## config.mk

```make
export PLATFORM = sky130hd
export DESIGN_NAME = key_candidate_gen
export DESIGN_NICKNAME = d
export VERILOG_FILES = /design/src/rtl/key_candidate_gen.sv
export SDC_FILE = /design/constraint.sdc
export NUM_CORES = 1
export LEC_CHECK = 0
export BUFFER_PORTS_ARGS = -buffer_cell sky130_fd_sc_hd__buf_2
export CAP_MARGIN = 20
export CORE_AREA = 2 2 253 255
export CTS_CLUSTER_DIAMETER = 50
export DETAILED_ROUTE_END_ITERATION = 6
export DIE_AREA = 0 0 255 257
export PLACE_DENSITY = 0.43
export SLEW_MARGIN = 10
export SYNTH_ARGS = -nofsm -noshare
export SYNTH_HDL_FRONTEND = slang
export SYNTH_SLANG_ARGS = --single-unit
```

## constraint.sdc

```tcl
create_clock -name clk -period 10.5 [get_ports clk]
set_clock_uncertainty 0.05 [all_clocks]
set_input_delay 0 -clock clk [delete_from_list [all_inputs] [get_ports clk]]
set_output_delay 0 -clock clk [all_outputs]
set_load 0.005 [all_outputs]
```

## src/rtl/key_candidate_gen.sv

```systemverilog
// Candidate-key producer for the password search path: enumerates a contiguous index range,
// issues one key per handshake and stops on the first reported match.
module key_candidate_gen #(
    parameter int unsigned KEY_W = 128,
    parameter int unsigned IDX_W = 40
) (
    input  logic             clk,
    input  logic             rst,
    input  logic             ena,
    input  logic             start,
    input  logic [KEY_W-1:0] baseKey,
    input  logic [IDX_W-1:0] startIdx,
    input  logic [IDX_W-1:0] lastIdx,
    output logic [KEY_W-1:0] candKey,
    output logic             candValid,
    input  logic             candReady,
    input  logic             foundValid,
    input  logic [KEY_W-1:0] foundKey,
    output logic             busy,
    output logic             done,
    output logic             success,
    output logic [KEY_W-1:0] resultKey,
    output logic [IDX_W:0]   issuedCount
);

    localparam int unsigned BASE_W = KEY_W - IDX_W;

    typedef enum logic [1:0] {
        StIdle      = 2'd0,
        StRun       = 2'd1,
        StFound     = 2'd2,
        StExhausted = 2'd3
    } state_e;

    state_e              state_q, state_d;
    logic [BASE_W-1:0]   base_q, base_d;
    logic [IDX_W-1:0]    idx_q, idx_d;
    logic [IDX_W-1:0]    last_q, last_d;
    logic [IDX_W:0]      issued_q, issued_d;
    logic [KEY_W-1:0]    result_q, result_d;

    logic                xfer;

    assign xfer = (state_q == StRun) && candReady;

    always_comb begin
        state_d  = state_q;
        base_d   = base_q;
        idx_d    = idx_q;
        last_d   = last_q;
        issued_d = issued_q;
        result_d = result_q;

        unique case (state_q)
            StIdle, StFound, StExhausted: begin
                if (start) begin
                    base_d   = baseKey[KEY_W-1:IDX_W];
                    idx_d    = startIdx;
                    last_d   = lastIdx;
                    issued_d = '0;
                    result_d = '0;
                    state_d  = (startIdx <= lastIdx) ? StRun : StExhausted;
                end else if (foundValid && (state_q == StExhausted)) begin
                    // Late hit from keys still in flight when the range ran out.
                    state_d  = StFound;
                    result_d = foundKey;
                end
            end
            StRun: begin
                if (xfer) begin
                    issued_d = issued_q + {{IDX_W{1'b0}}, 1'b1};
                    // Compare before incrementing so an all-ones last index never wraps.
                    if (idx_q == last_q) begin
                        state_d = StExhausted;
                    end else begin
                        idx_d = idx_q + {{(IDX_W-1){1'b0}}, 1'b1};
                    end
                end
                if (foundValid) begin
                    state_d  = StFound;
                    result_d = foundKey;
                end
            end
            default: state_d = StIdle;
        endcase
    end

    always_ff @(posedge clk or posedge rst) begin
        if (rst) begin
            state_q  <= StIdle;
            base_q   <= '0;
            idx_q    <= '0;
            last_q   <= '0;
            issued_q <= '0;
            result_q <= '0;
        end else if (ena) begin
            state_q  <= state_d;
            base_q   <= base_d;
            idx_q    <= idx_d;
            last_q   <= last_d;
            issued_q <= issued_d;
            result_q <= result_d;
        end
    end

    assign candKey     = {base_q, idx_q};
    assign candValid   = (state_q == StRun);
    assign busy        = (state_q == StRun);
    assign done        = (state_q == StFound) || (state_q == StExhausted);
    assign success     = (state_q == StFound);
    assign resultKey   = result_q;
    assign issuedCount = issued_q;

endmodule

```

==> reports/metrics.csv, run 1 <==
stage,metric,value,unit
critical_path,critical_path.reg2reg.endpoint,resultKey[110]$_DFFE_PP0P_,
sta,timing.fmax,268,MHz
clock_tree,clk_latency,0.59,ns
floorplanning,die_w,255,µm
yosys,async_flop_share,100,%
yosys,avgSynthCellArea,9.89,µm²
pwr,totalPowerFinal,5.01,mW
yosys,synth_top_cell_area_share,54.6,%
placement,dpl.hpwl,44.9,mm
placement,routabilityCongestion,0.801,
layout,multi_input_area,6490,µm²
layout,syn_to_final_growth,56.7,%
route,wl_per_cell,19.1,µm
floorplanning,dieArea,65500,µm²
critical_path,r2r_start,state_q[1]$_DFFE_PP0P_,
clock_tree,cts_made_buffers,53,
layout,fin_util,38.8,%
route,via_per_inst,4.61,
sta,fin_crit_sh,35.6,%
route,vias,15400,
clock_tree,cts-htree-levels,2,
critical_path,crit_required,10.97,ns
route,wirelength,63.9,mm
yosys,synth_commonest_cells,"nand2_1, dfrtp_1, a22o_1, clkbuf_1, nor2_1",
grt,antenna_found_initial,4,
grt,grt_max_degree,148,
yosys,syn_area,15500,µm²
pwr,p_per_area,206,nW/µm²
floorplanning,core_area,62700,µm²
yosys,synth_area_leaders,"dfrtp_1, nand2_1, a22o_1",
floorplanning,io_pins,643,
layout,regArea,8480,µm²
yosys,synthDistinctLibCells,64,
sta,period_needed,3.73,ns
floorplanning,rows,92,
pwr,leakage,12.2,nW
floorplanning,die_y,257,µm
clock_tree,cts_root_buffer,clkbuf_16,
yosys,synth.largest_area_cell,dfrtp_1,
route,drtIter0Drc,865,
status,status,completed,
yosys,syn_inst,1571,
pwr,vdd.ir_drop.worst,0.000109,V
critical_path,arrival,4.20,ns
yosys,synth-edff-count,0,
layout,fillers,6293,
grt,global_route.usage.total,19.1,%
grt,grt_pass1_wl,96.8,mm
critical_path,r2r_cells,7,
layout,final_area,24300,µm²
critical_path,crit_fanout,77,
sta,hold_viol_final,0,
run,drv_cap,0,
layout,drive_gt1_share,29.3,%
route,dr.pass1.iters,5,
sta,rsz0062_at_grt,no,
yosys,synth_top_flop_cell,dfrtp_1,
worst_hold_path,worstHoldPathType,primary input to async pin,
yosys,yosysWarnings,0,
clock_tree,cts_tree,yes,
critical_path,critPathKind,register to register,
clock_tree,clk_pin_slew,0.06,ns
grt,grt_pass1_vias,15900,
clock_tree,ctsResizeCount,0,
sta,relSlewSlack,25.5,%
floorplanning,initial_utilization,24.8,%
yosys,ys_ff_latch,339,
yosys,synth_nets,1955,
route,drc_errors,0,
sta,slew_viol_final,0,
placement,dpl_cell_area,19400,µm²
grt,grt.overflow.total,0,
yosys,seq_area_frac_synth,54.6,%
critical_path,cp-start-kind,register,
critical_path,endpoint_kind,register,
yosys,yosysMostFrequentCell,nand2_1,
layout,layout.nets,2834,
clock_tree,clock_sinks,339,
sta,finalSetupTns,0,ns
sta,fin_hold_ws,0.0446,ns
placement,port_buffers,602,
sta,worst_slew_pin_slew,1.09,ns
route,ant_nets,0,
sta,setup_viol,0,
clock_tree,clockBufferDepth,3,
critical_path,r2r_setup_slack,6.77,ns
[through the flow]
step / setup slack, ns / std cells
3_5_place_dp: 6.48 / 2930
4_1_cts: 6.48 / 3336
2_1_floorplan: 1.06 / 1571
5_1_grt: 6.50 / 3340
6_report: 6.77 / 3340
3_3_place_gp: 6.55 / 2930
[power by group]
| group | switching (mW) | internal (mW) |
|---|---|---|
| Combinational | 0.701 | 0.608 |
| Clock | 0.688 | 1.11 |
| Sequential | 0.281 | 1.62 |
[worst max-delay path, stage by stage, from the launching register on]
cell	delay (ns)
dfrtp_1	0.42
nand2b_2	0.85
a22o_1	0.33
nand2_4	0.25
a21oi_4	0.72
buf_4	0.45
buf_16	0.33
a22o_1	0.18
[final cells by class]
| cell class | count | share of cell area [%] |
|---|---|---|
| multi-input combinational | 1075 | 26.7 |
| clock inverter | 32 | 1.48 |
| timing repair buffer | 926 | 25.8 |
| sequential | 339 | 34.9 |
| inverter | 55 | 0.879 |
| tap | 846 | 4.35 |
| clock buffer | 65 | 5.96 |
| antenna | 2 | 0.0206 |
[cells by family after synthesis]
logic type | Yosys count | share of synthesized area, %
buffers and inverters | 157 | 3.87
muxes | 5 | 0.338
xor gates and xnor gates | 69 | 3.89
and+or+nand+nor | 629 | 18.3
adders and majority gates | 42 | 3.38
DFF | 339 | 54.6
AOI/OAI and AO/OA | 330 | 15.6
[placed cells by master (no fill, tap or decap), drive strengths merged, types with 7 or more instances in the layout]
cell / instances
a31oi: 8
ha: 42
nor4: 36
a22o: 131
nor2b: 7
nor2: 73
or3: 13
clkinv: 11
clkinvlp: 8
xnor2: 26
dfrtp: 339
and3: 14
xor2: 43
clkbuf: 65
a211oi: 16
and2: 7
dlygate4sd3: 309
o21ai: 64
o22a: 7
nand2: 362
nor3: 22
buf: 617
nand3: 37
a21oi: 47
a2bb2oi: 8
and4: 10
nand4: 36
inv: 63
[registers in the layout (all words and copies together), names as in the netlist]
| name | count |
|---|---|
| base_q | 88 |
| last_q | 40 |
| resultKey | 128 |
| issuedCount | 41 |
| state_q | 2 |
| idx_q | 40 |
[routing by layer]
metal | global-route usage, % | share of wire, % | up-vias
met5 | 0 | 0.047 | -
met4 | 6.08 | 2.9 | 4
met3 | 4.24 | 6.2 | 108
met2 | 32.6 | 49 | 518
met1 | 23.7 | 41 | 7464
li1 | - | - | 7297
[repair_timing]
action / 4_1_cts / 5_1_grt
hold endpoints to repair: 418 / 0
hold buffers: 309 / 0
setup buffers: 0 / 0
[worst max path at each step]
stage,slack (ns),from,endpoint
2_1_floorplan,1.06,rst,base_q[0]$_DFFE_PP0P_
3_3_place_gp,6.55,state_q[1]$_DFFE_PP0P_,resultKey[109]$_DFFE_PP0P_
3_5_place_dp,6.48,state_q[1]$_DFFE_PP0P_,resultKey[123]$_DFFE_PP0P_
4_1_cts,6.48,state_q[1]$_DFFE_PP0P_,resultKey[34]$_DFFE_PP0P_
5_1_grt,6.50,state_q[1]$_DFFE_PP0P_,resultKey[55]$_DFFE_PP0P_
6_report,6.77,state_q[1]$_DFFE_PP0P_,resultKey[110]$_DFFE_PP0P_
Note: power is estimated with default switching activity, not from simulation.
==> run 2: changes to the inputs <==
--- a/config.mk
+++ b/config.mk
@@ -5,13 +5,14 @@
 export SDC_FILE = /design/constraint.sdc
 export NUM_CORES = 1
 export LEC_CHECK = 0
+export ABC_AREA = 1
 export BUFFER_PORTS_ARGS = -buffer_cell sky130_fd_sc_hd__buf_2
 export CAP_MARGIN = 20
-export CORE_AREA = 2 2 253 255
+export CORE_AREA = 2 2 252 254
 export CTS_CLUSTER_DIAMETER = 50
 export DETAILED_ROUTE_END_ITERATION = 6
-export DIE_AREA = 0 0 255 257
-export PLACE_DENSITY = 0.43
+export DIE_AREA = 0 0 254 256
+export PLACE_DENSITY = 0.48
 export SLEW_MARGIN = 10
 export SYNTH_ARGS = -nofsm -noshare
 export SYNTH_HDL_FRONTEND = slang
==> constraint.sdc (replaced) <==
create_clock -name clk -period 3.4 [get_ports clk]
set_clock_uncertainty 0.05 [all_clocks]
set_input_delay 0 -clock clk [delete_from_list [all_inputs] [get_ports clk]]
set_output_delay 0 -clock clk [all_outputs]
set_load 0.005 [all_outputs]
==> run 2 against run 1 <==
- routed wire length is 10% higher
- synthesized cell count is 50% higher
- power grew to 3.2 times the previous value
- die area decreased by 0.78%
- register-to-register slack got worse by 6.6 ns
- final cell count increased by 24%
- non-clock buffer count rose by 3
- core utilization rose by 3.1 points
- maximum frequency is 16% higher
- via count increased by 19%
- critical path depth is 3 higher
- flip-flop and latch count unchanged
- highest routed layer unchanged
==> reports/metrics.csv, run 2 <==
stage,metric,value,unit
clock_tree,cts-htree-levels,2,
yosys,yosysMostFrequentCell,nand2_1,
critical_path,critPathKind,register to register,
layout,layout_common_cells,"nand2_1, buf_2, dfrtp_1, inv_1, dlygate4sd3_1",
route,route.met2.wl,35.4,mm
grt,global_route.usage.total,21.2,%
sta,worst_slew_pin_slew,0.946,ns
yosys,synth_top_flop_cell,dfrtp_1,
route,via_per_inst,4.44,
clock_tree,clk_latency,0.58,ns
critical_path,crit_fanout,53,
critical_path,endpoint_kind,register,
yosys,synth.largest_area_cell,dfrtp_1,
yosys,seq_area_frac_synth,49.2,%
critical_path,crit_required,3.86,ns
yosys,ys_ff_latch,339,
sta,finalSetupTns,0,ns
critical_path,critPathTopFamily,buffers and inverters,
route,wl_per_cell,17.0,µm
yosys,async_flop_share,100,%
yosys,yosysWarnings,0,
yosys,syn_area,17300,µm²
critical_path,crit_buf_inv,5,
worst_hold_path,worstHoldPathType,primary input to register,
yosys,syn_inst,2355,
grt,grt_max_degree,149,
route,drtIter0Drc,1109,
clock_tree,cts_root_buffer,clkbuf_16,
critical_path,path_cells,"inv_1, nand2_2, buf_4, nand2_1, nand2_1, dlygate4sd3_1, nand2_1, dlygate4sd3_1, nand2_1, dlygate4sd3_1",
route,wl_met3,4.29,mm
critical_path,cp-start-kind,register,
pwr,leakage,14.2,nW
pwr,p_per_area,623,nW/µm²
critical_path,slowest_stage,dlygate4sd3_1,
yosys,synth_area_leaders,"dfrtp_1, nand2_1, inv_1",
grt,grt.overflow.total,0,
clock_tree,cts_tree,yes,
layout,fillers,6468,
route,ant_nets,0,
floorplanning,die_y,256,µm
sta,setup_viol,0,
sta,timing.fmax,310,MHz
route,top_layer,met5,
yosys,synth_nets,2739,
pwr,totalPowerFinal,16.3,mW
floorplanning,dieArea,65000,µm²
sta,fin_crit_sh,94.8,%
pwr,vdd.ir_drop.worst,0.000355,V
placement,port_buffers,602,
placement,dp.cells,3737,
placement,routabilityCongestion,0.906,
clock_tree,clk_pin_slew,0.06,ns
sta,rsz0062_at_grt,no,
clock_tree,post_cts_buffers,0,
floorplanning,initial_utilization,27.7,%
layout,fin_util,41.9,%
sta,slew_viol_final,0,
clock_tree,ctsResizeCount,0,
floorplanning,rows,92,
layout,largest_reg_flops,128,
grt,antenna_found_initial,11,
route,wirelength,70.5,mm
clock_tree,cts_made_buffers,52,
yosys,avgSynthCellArea,7.33,µm²
route,routedLengthMet1,28.8,mm
sta,period_needed,3.22,ns
clock_tree,clockBufferDepth,3,
clock_tree,clock_sinks,339,
critical_path,arrival,3.68,ns
clock_tree,cts_hold_buf,304,
layout,finalNonFillerCells,4145,
floorplanning,io_pins,643,
sta,relSlewSlack,36.9,%
route,drc_errors,0,
yosys,synth-edff-count,0,
grt,grt_pass1_wl,107,mm
critical_path,critPathMaxStageDelay,0.55,ns
floorplanning,die_w,254,µm
sta,hold_viol_final,0,
layout,drive_gt1_share,22.7,%
run,drv_cap,0,
floorplanning,core_area,62400,µm²
layout,layout.nets,3635,
critical_path,crit_path_frequent_cell,nand2_1,
placement,dpl.hpwl,52.4,mm
route,vias,18400,
layout,final_common_cell,nand2_1,
status,status,completed,
layout,syn_to_final_growth,51.4,%
yosys,synth_commonest_cells,"nand2_1, dfrtp_1, inv_1, o21ai_0, nor2_1",
grt,grt_pass1_vias,18400,
route,dr.pass1.iters,6,
yosys,synthDistinctLibCells,36,
yosys,synth_top_cell_area_share,49.2,%
[run 2: metal layers]
layer  vias up  global-route usage [%]
li1       9043                       -
met1      8677                    25.7
met2       542                    37.3
met3       111                    4.86
met4        12                    6.13
met5         -                       0
[run 2: final cells by class]
class                   instances  area (µm²)  area share (%)
multi-input cells            1601        7180            27.5
well taps                     846        1060            4.05
flip-flops and latches        339        8480            32.5
clock inverters                35         402            1.54
inverters                     328        1240            4.75
clock buffers                  61        1430            5.46
repair buffers                929        6320            24.2
diodes                          6        15.0          0.0575
[run 2: stage by stage]
| stage | setup slack (ns) | hold slack (ns) | instance area (µm²) |
|---|---|---|---|
| floorplan | -1.18 | 0.0666 | 17300 |
| global placement | 0.911 | 0.150 | 21200 |
| detailed placement | 0.894 | 0.153 | 21200 |
| CTS | 0.171 | 0.0606 | 26100 |
| global route | 0.00113 | 0.0931 | 26100 |
| finish | 0.175 | 0.106 | 26100 |
[run 2: where the power goes]
group / total (mW) / internal (mW) / switching, mW
logic: 4.59 / 1.89 / 2.70
clock network: 5.60 / 3.54 / 2.06
registers: 6.07 / 5.10 / 0.975
[run 2: path summary, 6_finish.rpt]
kind | start | endpoint | slack (ns) | cells after the start
setup / recovery | state_q[1]$_DFFE_PP0P_ | state_q[0]$_DFFE_PP0P_ | 0.18 | 10
hold / removal | baseKey[112] | base_q[72]$_DFFE_PP0P_ | 0.11 | 4
setup reg to reg | state_q[1]$_DFFE_PP0P_ | state_q[0]$_DFFE_PP0P_ | 0.18 | 10
hold reg to reg | base_q[49]$_DFFE_PP0P_ | base_q[49]$_DFFE_PP0P_ | 0.41 | 2
max in group asynchronous | rst | base_q[63]$_DFFE_PP0P_ | 1.74 | 6
min in group asynchronous | rst | resultKey[52]$_DFFE_PP0P_ | 0.44 | 4
[run 2: worst min-delay path, delay by kind of cell]
kind          cells  cell delay [ns]
simple gates      2             0.09
buf+inv           2             0.61
[run 2: cells by family after synthesis]
group | count (synthesis) | share of synthesized area [%]
XOR/XNOR | 25 | 1.27
AND/OR/NAND/NOR | 1276 | 29.6
buffers and inverters | 415 | 9.27
flip-flops | 339 | 49.2
AO/OA/AOI/OAI | 258 | 7.67
adder cells (fa/ha/maj) | 42 | 3.05
==> run 3: changes to the inputs <==
==> config.mk (replaced) <==
export PLATFORM = sky130hd
export DESIGN_NAME = key_candidate_gen
export DESIGN_NICKNAME = d
export VERILOG_FILES = /design/src/rtl/key_candidate_gen.sv
export SDC_FILE = /design/constraint.sdc
export NUM_CORES = 1
export LEC_CHECK = 0
export BUFFER_PORTS_ARGS = -buffer_cell sky130_fd_sc_hd__buf_2
export CAP_MARGIN = 20
export CORE_AREA = 2 2 253 255
export CTS_BUF_LIST = sky130_fd_sc_hd__clkbuf_8
export DETAILED_ROUTE_END_ITERATION = 6
export DIE_AREA = 0 0 255 257
export PLACE_DENSITY = 0.44
export SLEW_MARGIN = 10
export SYNTH_ARGS = -nofsm -noshare
export SYNTH_HDL_FRONTEND = slang
export SYNTH_SLANG_ARGS = --single-unit
==> run 3 against run 2 <==
- cell area is 3.2% lower
- sequential power is 4.1% lower
- maximum frequency is 0.35% lower
- non-clock buffer count is 143 higher
- power is 11% lower
- flip-flop and latch count stayed put
- hold slack worse by 0.034 ns
- count of clock-buffer cells in the layout is 21 higher
- critical path depth is 2 lower
- first-iteration DRC count is 22% lower
- via count is 12% lower
- global-route usage is 1.2 points lower
- largest cell class unchanged
==> reports/metrics.csv, run 3 (synthesis results as in run 1) <==
stage,metric,value,unit
placement,place_ws,0.478,ns
route,dr.pass1.iters,5,
run,drv_cap,0,
floorplanning,io_pins,643,
layout,syn_to_final_growth,62.8,%
route,via_per_inst,4.62,
layout,fillers,6213,
layout,final_area,25300,µm²
sta,finalSetupTns,0,ns
pwr,leakage,12.7,nW
route,wl_per_cell,18.9,µm
placement,port_buffers,602,
floorplanning,die_y,257,µm
route,drtIter0Drc,868,
pwr,p_clk_share,29.3,%
grt,grt.overflow.total,0,
critical_path,critPathKind,register to register,
layout,largest_reg_flops,128,
clock_tree,cts_root_buffer,clkbuf_8,
clock_tree,cts_tree,yes,
pwr,p_int,9.37,mW
sta,fin_crit_sh,95.2,%
floorplanning,initial_utilization,24.8,%
route,drc_errors,0,
layout,regArea,8480,µm²
layout,layout_common_cells,"buf_2, dlygate4sd3_1, nand2_1, dfrtp_1, a22o_1",
clock_tree,clockBufferDepth,3,
layout,multi_input_area,6490,µm²
pwr,p_switching,5.07,mW
grt,antenna_found_initial,7,
clock_tree,clk_pin_slew,0.07,ns
floorplanning,die_w,255,µm
clock_tree,post_cts_buffers,0,
route,vias,16200,
placement,routabilityCongestion,0.851,
layout,fin_util,40.3,%
floorplanning,rows,92,
critical_path,endpoint_kind,register,
layout,final_common_cell,buf_2,
sta,timing.fmax,309,MHz
clock_tree,clock_sinks,339,
sta,worst_slew_pin_slew,1.04,ns
route,ant_nets,0,
critical_path,cp-start-kind,register,
placement,dpl_cell_area,19800,µm²
critical_path,arrival,3.69,ns
grt,grt_pass1_vias,17000,
floorplanning,dieArea,65500,µm²
grt,global_route.usage.total,20.0,%
pwr,totalPowerFinal,14.4,mW
pwr,p_per_area,571,nW/µm²
grt,grt_max_degree,129,
floorplanning,core_area,62700,µm²
layout,drive_gt1_share,28.9,%
route,wirelength,66.4,mm
pwr,p_comb_share,30.5,%
sta,period_needed,3.24,ns
sta,worst_slack,0.164,ns
critical_path,crit_fanout,8,
sta,hold_viol_final,0,
sta,setup_viol,0,
sta,slew_viol_final,0,
placement,dpl.hpwl,46.7,mm
clock_tree,clk_latency,0.64,ns
sta,rsz0062_at_grt,no,
status,status,completed,
clock_tree,cts_made_buffers,67,
critical_path,r2r_setup_slack,0.16,ns
grt,grt_pass1_wl,101,mm
layout,layout.nets,2994,
worst_hold_path,worstHoldPathType,primary input to register,
pwr,swShare,35.1,%
pwr,vdd.ir_drop.worst,0.000345,V
critical_path,crit_required,3.85,ns
sta,relSlewSlack,28.6,%
clock_tree,cts-htree-levels,3,
pwr,seq_power_share,40.3,%
run 3: final timing paths:
path | depth (start not counted) | endpoint | start
max | 8 | idx_q[39]$_DFFE_PP0P_ | idx_q[8]$_DFFE_PP0P_
min | 3 | resultKey[104]$_DFFE_PP0P_ | foundKey[104]
max reg2reg | 8 | idx_q[39]$_DFFE_PP0P_ | idx_q[8]$_DFFE_PP0P_
min reg2reg | 2 | base_q[18]$_DFFE_PP0P_ | base_q[18]$_DFFE_PP0P_
max in group asynchronous | 5 | issuedCount[25]$_DFFE_PP0P_ | rst
min in group asynchronous | 4 | resultKey[126]$_DFFE_PP0P_ | rst
run 3: critical path, cell delays in order (launching register included):
cell and delay, ns:
dfrtp_1 0.46, xor2_1 0.24, nor4_1 0.36, nand4_1 0.37, or3_1 0.47, buf_4 0.19, and4_1 0.18, a211o_1 0.22
dlygate4sd3_1 0.56
run 3: power groups by stage:
stage / sequential, mW / combinational, mW / clock [mW]
floorplan: 5.77 / 1.83 / 0
global placement: 5.82 / 3.96 / 0
detailed placement: 5.82 / 3.98 / 0
CTS: 5.80 / 4.42 / 4.40
global route: 5.95 / 4.79 / 4.61
finish: 5.82 / 4.40 / 4.22
run 3: timing repair:
item	CTS	global route
endpoints found under the setup margin	0	1
hold endpoints to repair	640	0
resized for setup	0	1
hold buffers	417	0
run 3: per-stage QoR:
stage	hold slack, ns	cells
after floorplan	0.0554	1571
after global placement	-0.118	2969
after detailed placement	-0.114	2970
after CTS	0.0000185	3504
after global routing	0.0176	3507
final	0.0712	3509
run 3: final cells by class:
type                    count  area share [%]
flip-flops and latches    339            33.6
well taps                 846            4.19
repair buffers           1072            30.4
clock buffers              82            4.46
diodes                      5          0.0495
multi-input cells        1075            25.7
inverters                  55           0.832
clock inverters            35           0.812
run 3: layer usage:
metal / vias up / GRT usage (%) / part of all wire [%]
met5: - / 0 / 0.063
met4: 6 / 9.45 / 4.2
met3: 146 / 5.30 / 7.0
met2: 615 / 33.4 / 49
met1: 7832 / 23.8 / 40
li1: 7618 / - / -
